**src/rtl/lsu_pkg.sv**
```systemverilog
// Shared definitions for the load/store sequencer: funct3 encodings, FSM states
// and the access-size decode.
package lsu_pkg;

  localparam logic [2:0] F3_LB  = 3'b000;
  localparam logic [2:0] F3_LH  = 3'b001;
  localparam logic [2:0] F3_LW  = 3'b010;
  localparam logic [2:0] F3_LBU = 3'b100;
  localparam logic [2:0] F3_LHU = 3'b101;

  localparam logic [2:0] F3_SB  = 3'b000;
  localparam logic [2:0] F3_SH  = 3'b001;
  localparam logic [2:0] F3_SW  = 3'b010;

  typedef enum logic [2:0] {
    S_IDLE,
    S_CHECK,
    S_ACCESS,
    S_SPLIT,
    S_RESP
  } lsu_state_t;

  function automatic logic [2:0] access_size(input logic [2:0] funct3);
    case (funct3[1:0])
      2'b00:   return 3'd1;
      2'b01:   return 3'd2;
      default: return 3'd4;
    endcase
  endfunction

endpackage

```
**src/rtl/lsu_load_extend.sv**
```systemverilog
// Builds the final load value from four assembled bytes: sign or zero extension
// selected by the load funct3.
module lsu_load_extend
  import lsu_pkg::*;
(
  input  logic [2:0]  funct3,
  input  logic [31:0] raw,
  output logic [31:0] result
);

  always_comb begin
    result = raw;
    case (funct3)
      F3_LB:   result = {{24{raw[7]}}, raw[7:0]};
      F3_LH:   result = {{16{raw[15]}}, raw[15:0]};
      F3_LBU:  result = {24'd0, raw[7:0]};
      F3_LHU:  result = {16'd0, raw[15:0]};
      default: result = raw;
    endcase
  end

endmodule

```
**src/rtl/load_store_unit.sv**
```systemverilog
// Multi-cycle load/store sequencer in front of data_memory. Define
// LSU_MISALIGN_TRAP_EN to trap misaligned accesses instead of splitting them.
//
// state    | meaning
// IDLE     | ready for a request
// CHECK    | funct3 / range / alignment check
// ACCESS   | single aligned data_memory access
// SPLIT    | one byte beat per cycle for a misaligned access
// RESP     | one-cycle response pulse
module load_store_unit
  import lsu_pkg::*;
#(
  parameter int MEM_BYTES = 1024,
  parameter int ADDR_W    = 32
) (
  input  logic              clk,
  input  logic              rst,
  input  logic              req_valid,
  output logic              req_ready,
  input  logic              req_we,
  input  logic [2:0]        req_funct3,
  input  logic [ADDR_W-1:0] req_addr,
  input  logic [31:0]       req_wdata,
  output logic              resp_valid,
  output logic [31:0]       resp_rdata,
  output logic              resp_err,
  output logic              mem_read,
  output logic              mem_write,
  output logic [ADDR_W-1:0] mem_addr,
  output logic [31:0]       mem_wdata,
  output logic [2:0]        mem_funct3,
  input  logic [31:0]       mem_rdata
);

  lsu_state_t        state, state_nx;
  logic              we_q, err_q;
  logic [2:0]        f3_q;
  logic [ADDR_W-1:0] addr_q;
  logic [31:0]       wdata_q, result_q;

  logic [2:0]        size;
  logic [ADDR_W:0]   last_byte;
  logic              f3_bad, range_bad, misal, check_err;

  always_comb begin
    size      = access_size(f3_q);
    f3_bad    = we_q ? !(f3_q inside {F3_SB, F3_SH, F3_SW})
                     : !(f3_q inside {F3_LB, F3_LH, F3_LW, F3_LBU, F3_LHU});
    // one extra bit so a request near the top of the address space cannot wrap
    last_byte = {1'b0, addr_q} + (ADDR_W+1)'(size) - (ADDR_W+1)'(1);
    range_bad = last_byte >= (ADDR_W+1)'(MEM_BYTES);
    misal     = (size == 3'd2) ? addr_q[0] :
                (size == 3'd4) ? (addr_q[1:0] != 2'b00) : 1'b0;
`ifdef LSU_MISALIGN_TRAP_EN
    check_err = f3_bad | range_bad | misal;
`else
    check_err = f3_bad | range_bad;
`endif
  end

`ifndef LSU_MISALIGN_TRAP_EN
  logic [1:0]  beat_q;
  logic [31:0] asm_q, asm_nx, ext_out;
  logic        last_beat;

  always_comb begin
    asm_nx = asm_q;
    asm_nx[{beat_q, 3'b000} +: 8] = mem_rdata[7:0];
    last_beat = ({1'b0, beat_q} == (size - 3'd1));
  end

  lsu_load_extend u_load_extend (
    .funct3 (f3_q),
    .raw    (asm_nx),
    .result (ext_out)
  );
`endif

  always_ff @(posedge clk) begin
    if (rst) begin
      state    <= S_IDLE;
      we_q     <= 1'b0;
      err_q    <= 1'b0;
      f3_q     <= 3'd0;
      addr_q   <= '0;
      wdata_q  <= 32'd0;
      result_q <= 32'd0;
`ifndef LSU_MISALIGN_TRAP_EN
      beat_q   <= 2'd0;
      asm_q    <= 32'd0;
`endif
    end else begin
      state <= state_nx;
      case (state)
        S_IDLE: if (req_valid) begin
          we_q    <= req_we;
          f3_q    <= req_funct3;
          addr_q  <= req_addr;
          wdata_q <= req_wdata;
        end
        S_CHECK: begin
          err_q    <= check_err;
          result_q <= 32'd0;
`ifndef LSU_MISALIGN_TRAP_EN
          beat_q   <= 2'd0;
          asm_q    <= 32'd0;
`endif
        end
        // data_memory already extends aligned loads
        S_ACCESS: result_q <= we_q ? 32'd0 : mem_rdata;
`ifndef LSU_MISALIGN_TRAP_EN
        S_SPLIT: begin
          beat_q <= beat_q + 2'd1;
          asm_q  <= asm_nx;
          if (last_beat && !we_q) result_q <= ext_out;
        end
`endif
        default: ;
      endcase
    end
  end

  always_comb begin
    state_nx   = state;
    req_ready  = (state == S_IDLE) && !rst;
    resp_valid = 1'b0;
    resp_err   = 1'b0;
    resp_rdata = 32'd0;
    mem_read   = 1'b0;
    mem_write  = 1'b0;
    mem_addr   = '0;
    mem_wdata  = 32'd0;
    mem_funct3 = 3'd0;
    case (state)
      S_IDLE: if (req_valid && !rst) state_nx = S_CHECK;
      S_CHECK: begin
        if (check_err)  state_nx = S_RESP;
`ifndef LSU_MISALIGN_TRAP_EN
        else if (misal) state_nx = S_SPLIT;
`endif
        else            state_nx = S_ACCESS;
      end
      // strobes are held off while rst is high so an aborted beat writes nothing
      S_ACCESS: begin
        mem_addr   = addr_q;
        mem_funct3 = f3_q;
        mem_wdata  = wdata_q;
        mem_read   = !we_q && !rst;
        mem_write  = we_q && !rst;
        state_nx   = S_RESP;
      end
`ifndef LSU_MISALIGN_TRAP_EN
      S_SPLIT: begin
        mem_addr   = addr_q + ADDR_W'(beat_q);
        mem_funct3 = we_q ? F3_SB : F3_LBU;
        mem_wdata  = {24'd0, wdata_q[{beat_q, 3'b000} +: 8]};
        mem_read   = !we_q && !rst;
        mem_write  = we_q && !rst;
        if (last_beat) state_nx = S_RESP;
      end
`endif
      S_RESP: begin
        resp_valid = 1'b1;
        resp_err   = err_q;
        resp_rdata = result_q;
        state_nx   = S_IDLE;
      end
      default: state_nx = S_IDLE;
    endcase
  end

endmodule
```
**config.mk**
```make
export PLATFORM = sky130hd
export DESIGN_NAME = load_store_unit
export DESIGN_NICKNAME = d
export VERILOG_FILES = /design/src/rtl/lsu_pkg.sv /design/src/rtl/lsu_load_extend.sv /design/src/rtl/load_store_unit.sv
export SDC_FILE = /design/constraint.sdc
export NUM_CORES = 1
export LEC_CHECK = 0
export CAP_MARGIN = 20
export CORE_MARGIN = 2
export CORE_UTILIZATION = 25
export CTS_CLUSTER_SIZE = 24
export DETAILED_ROUTE_END_ITERATION = 10
export GPL_TIMING_DRIVEN = 0
export HOLD_SLACK_MARGIN = 0.05
export SLEW_MARGIN = 30
export SYNTH_ARGS = -nofsm -noshare
export SYNTH_HDL_FRONTEND = slang
export SYNTH_SLANG_ARGS = --single-unit
export TNS_END_PERCENT = 100
```
**constraint.sdc**
```tcl
create_clock -name clk -period 6.39 [get_ports clk]
set_clock_uncertainty 0.15 [all_clocks]
set_input_delay 0.9585 -clock clk [delete_from_list [all_inputs] [get_ports clk]]
set_output_delay 0.9585 -clock clk [all_outputs]
set_load 0.02 [all_outputs]
```
# After elaboration in Yosys (flattened, before gate mapping)
# Index checks and enable logic that the tools add are counted.
# totals
register_bits	138
word_cells	81
# classes
n_shift	3
bitwise_logic	1
addsub	6
mux	25
n_reduce_logical	21
eq_ne	15
order_cmp	1
# op_table
operator	count
one-hot mux 32 bit (2 select lines)	3
one-hot mux 32 bit (4 select lines)	1
two-way mux 32 bit	3
one-hot mux 32 bit (3 select lines)	1
adder 32 x 3 -> 33 bit	1
>= comparator 33 x 11 -> 1 bit (second input constant)	1
subtractor 33 x 1 -> 33 bit (second input constant)	1
adder 32 x 2 -> 32 bit	1
bitwise mux 32 bit	1
variable shift 8 x 7 -> 32 bit (first input constant)	1
indexed part select 32 x 6 -> 8 bit	1
indexed part select 8 x 7 -> 32 bit	1
equality test 3 x 2 -> 1 bit (second input constant)	4
equality test 3 bit (second input constant)	4
two-way mux 3 bit	4
one-hot mux 3 bit (2 select lines)	2
one-hot mux 3 bit (4 select lines)	1
two-way mux 1 bit	8
negator 5 -> 7 bit	1
equality test 3 x 1 -> 1 bit (second input constant)	2
logical NOT 3 bit	2
AND reduction 2 bit	3
nonzero test 3 bit	2
logical AND 1 bit	5
13 further kinds	18

# Depth between registers and ports, before layout
# depth
depth_word	8
depth_mapped	18
ltp_nobuf	16

# Modules after synthesis
# Synthesis repeated with hierarchy kept, for this count alone.
# unflattened
hier_cells	1373
hier_area_um2	9970.8
# modules_own_cells
mod	n_inst	cells_per_inst	area_per_inst_um2
load_store_unit	1	1306	9615.5
lsu_load_extend	1	67	355.3

# Worst setup path before layout
# No wires, ideal clock.
# synth_timing
path_type	reg2out
startpoint	reg beat_q[1]
endpoint	out mem_addr[30]
path_slack_ns	2.119
stages_incl_launch_ff	13
required_ns	5.281
arrival_time_ns	3.163
cell_sequence	dfxtp_1 -> clkbuf_1 -> inv_1 -> fa_1 -> and4b_1 -> and3_1 -> and4_1 -> and3_1 -> and3_1 -> and2_1 -> nand4_1 -> xnor2_1 -> nor2_1
# synth_between
elab_chain_len	2
# synth_rtl
element	line_no	source
from (decl)	load_store_unit.sv:62	logic [1:0] beat_q;
from (signal assigned)	load_store_unit.sv:113	beat_q <= beat_q + 2'd1;
adder 32 x 2 -> 32 bit	load_store_unit.sv:154	mem_addr = addr_q + ADDR_W'(beat_q);
one-hot mux 32 bit (2 select lines)	load_store_unit.sv:134	case (state)
to (decl)	load_store_unit.sv:29	output logic [ADDR_W-1:0] mem_addr,
# Every way passes these cells.

# Final worst setup path
# Ends and elaborated chain as after synthesis.

==> flow_summary.toml <==
[placed_design]
gp_congestion = 0.870
place_area_mm2 = 0.0122
portBuffers = 205
place_ws_ps = 883
place_inst = 2010
hpwlAfterDp_um = 29000

[routing]
drc = 0
drt_iter0_drc = 512
dr_wl_met2_um = 17700
wl_met3_um = 1510
antenna_left = 0
drt_pre_antenna_iters = 5
via_per_inst = 4.87
wl_met1_um = 16000
wl_per_cell_um = 17.7
wl_um = 36200
vias = 9940
top_layer = "met5"

[clock_tree]
cts_max_level = 4
cts_buffers = 17
clock-root-buffer = "clkbuf_16"
post_cts_resized = 0
post_cts_buffers = 0
holdBufCountCts = 0
cts_tree = "done"
path_clk_slew_ps = 60
clockBufferDepth = 2
clock-sinks = 138
clk_latency_ps = 430

[yosys]
syn-cell-area_mm2 = 0.00953
synth.avg_cell_area_um2 = 7.36
syn_nets = 1467
syn_inst = 1294
post_synth_num_cell_types = 77
synth_flop_cell = "dfxtp_1"
yosysWarnings = 0
synth-async-reset-ratio_pct = 0
seq_area_frac_synth_pct = 29.0
synth_edf_count = 0
ys_ff_latch = 138

[layout]
fillers = 3997
seqCellArea_mm2 = 0.00276
final_common_cell = "nand2_1"
multi_input_area_mm2 = 0.00620
area_growth_pct = 34.4
nets = 1691
layout_common_cells = "nand2_1 (208), clkdlybuf4s50_1 (205), a21oi_1 (168)"
final_cells = 2042
drive_gt1_share_pct = 5.16
diodes = 0
stdcell_area_mm2 = 0.0128

[setup_path]
worstPathArrival_ps = 4810
worst_path_max_delay_cell = "clkdlybuf4s50_1"
crit_type = "flop to primary output"
critPathMostFrequentCell = "and3_1"
critPathMaxStageDelay_ps = 660
critPathBufInv = 3
timing.reg2reg.setup_slack_ps = 1350
endpoint_kind = "primary output"
worstSetupStartpointType = "flop"
worst_ep_required_time_ps = 5280
cp_cell_sequence = "clkbuf_1, inv_1, fa_1, and4b_1, and3_1, and4_1, and3_1, and3_1, and2_1, nand4_1, xnor2_1, nor2_1, clkdlybuf4s50_1"
worst-path-max-fanout = 10
critical-path-top-delay-family = "simple AND/OR/NAND/NOR gates"

[sta]
rsz0062_at_grt = "false"
fin_tns_setup_ps = 0
final.min_clock_period_ps = 5920
min_period_over_period_pct = 92.7
fin_ws_ps = 470
worst_pin_slew_ps = 807
fmax_mhz = 169
hold_viol = 0
finalSetupViolCount = 0
maxSlewHeadroom_pct = 45.8
slew_violations = 0

[die]
io_pins = 207
fp.dieW_um = 199
core_mm2 = 0.0376
rows = 71
die_y_um = 199
fp.dieArea_mm2 = 0.0397
start_util_pct = 25.4

[grt]
grt_util_all_layers_pct = 18.2
grt_first_pass_wirelength_um = 55400
grt_pass1_vias = 9796
grt_overflow = 0
grt_max_degree = 17
antenna_found_initial = 1

[min_path]
hold_path_class = "flop to flop"

[run]
maxCapViolCount = 0

[status]
outcome = "complete, no violations"

[power]
p_per_area_mw_per_mm2 = 200
leakagePower_nw = 4.79
power_mw = 2.56
ir_worst_vdd_mv = 0.181
==> metrics by stage <==
| stage | utilization [%] | hold slack [ps] |
|---|---|---|
| 4_1_cts | 34.1 | 315 |
| 3_5_place_dp | 32.6 | 307 |
| 3_3_place_gp | 32.5 | 302 |
| 2_1_floorplan | - | 292 |
| 6_report | 34.1 | 313 |
| 5_1_grt | 34.1 | 341 |
==> final cells by class <==
class / instances / share of cell area [%]
plain buffers: 90 / 3.04
flip-flops and latches: 138 / 21.6
inverters: 53 / 1.55
repair buffers: 205 / 16.0
well taps: 511 / 4.99
clock inverters: 12 / 0.840
multi-input cells: 1013 / 48.4
clock buffers: 20 / 3.57
==> registers in the layout, summed over array words and instances, names as in the netlist <==
| register | count |
|---|---|
| beat_q | 2 |
| err_q | 1 |
| wdata_q | 32 |
| addr_q | 32 |
| result_q | 32 |
| we_q | 1 |
| asm_q | 32 |
| f3_q | 3 |
| state | 3 |
==> where the power goes <==
part           internal (mW)  switching [mW]
clock                  0.529           0.432
sequential             0.902          0.0414
combinational          0.268           0.386
total                   1.70           0.860
==> metal layers <==
layer / vias up / track usage [%]
met5: - / 0
met4: 2 / 6.41
met1: 4696 / 22.7
li1: 4961 / -
met2: 231 / 31.8
met3: 50 / 2.45
==> synth_stat cells, drive strengths merged, types with 4 or more instances <==
library cell    n  area, um2
a211oi         32        258
a21o            5       38.8
a21oi         172        891
a221oi         10       87.6
a22o           10       88.8
a22oi          18        135
a31oi          18        113
and2           32        200
and3           44        277
and4            4       35.0
buf            19        103
clkbuf         71        287
dfxtp         138       2760
ha             68        851
inv            52        195
mux2i           6       60.1
mux4            8        180
nand2         209        787
nand2b         20        125
nand3          17       85.1
nand4          15       93.8
nor2          144        541
nor2b          21        131
nor3           21        105
nor3b           4       35.0
nor4            5       31.3
o211ai          5       42.5
o21a            5       37.5
o21ai          34        170
o31ai           4       40.0
or4             6       50.1
xnor2          34        298
==> path summary, 6_finish.rpt <==
path | from | to | cells past startpoint
max | beat_q[1]$_SDFFE_PP0P_ | mem_addr[30] | 13
min | wdata_q[27]$_SDFFE_PP0P_ | wdata_q[27]$_SDFFE_PP0P_ | 2
max reg2reg | f3_q[1]$_SDFFE_PP0P_ | state[0]$_SDFFE_PP0P_ | 16
min reg2reg | wdata_q[27]$_SDFFE_PP0P_ | wdata_q[27]$_SDFFE_PP0P_ | 2
==> worst min-delay path, stage by stage (launching register included) <==
cell     delay (ps)
dfxtp_1         310
nand2_1          50
a21oi_1          50
==> kinds of logic (layout without fill, tap and decap cells) <==
| group | after synthesis | after routing | share of synthesized area (%) |
|---|---|---|---|
| compound gates | 339 | 339 | 22.4 |
| buf+inv | 143 | 380 | 6.17 |
| fa+ha+maj | 70 | 70 | 9.35 |
| flops | 138 | 138 | 29.0 |
| mux | 14 | 14 | 2.52 |
| simple gates | 553 | 553 | 27.1 |
| xor+xnor | 37 | 37 | 3.40 |
(Power assumes the default switching activity.)
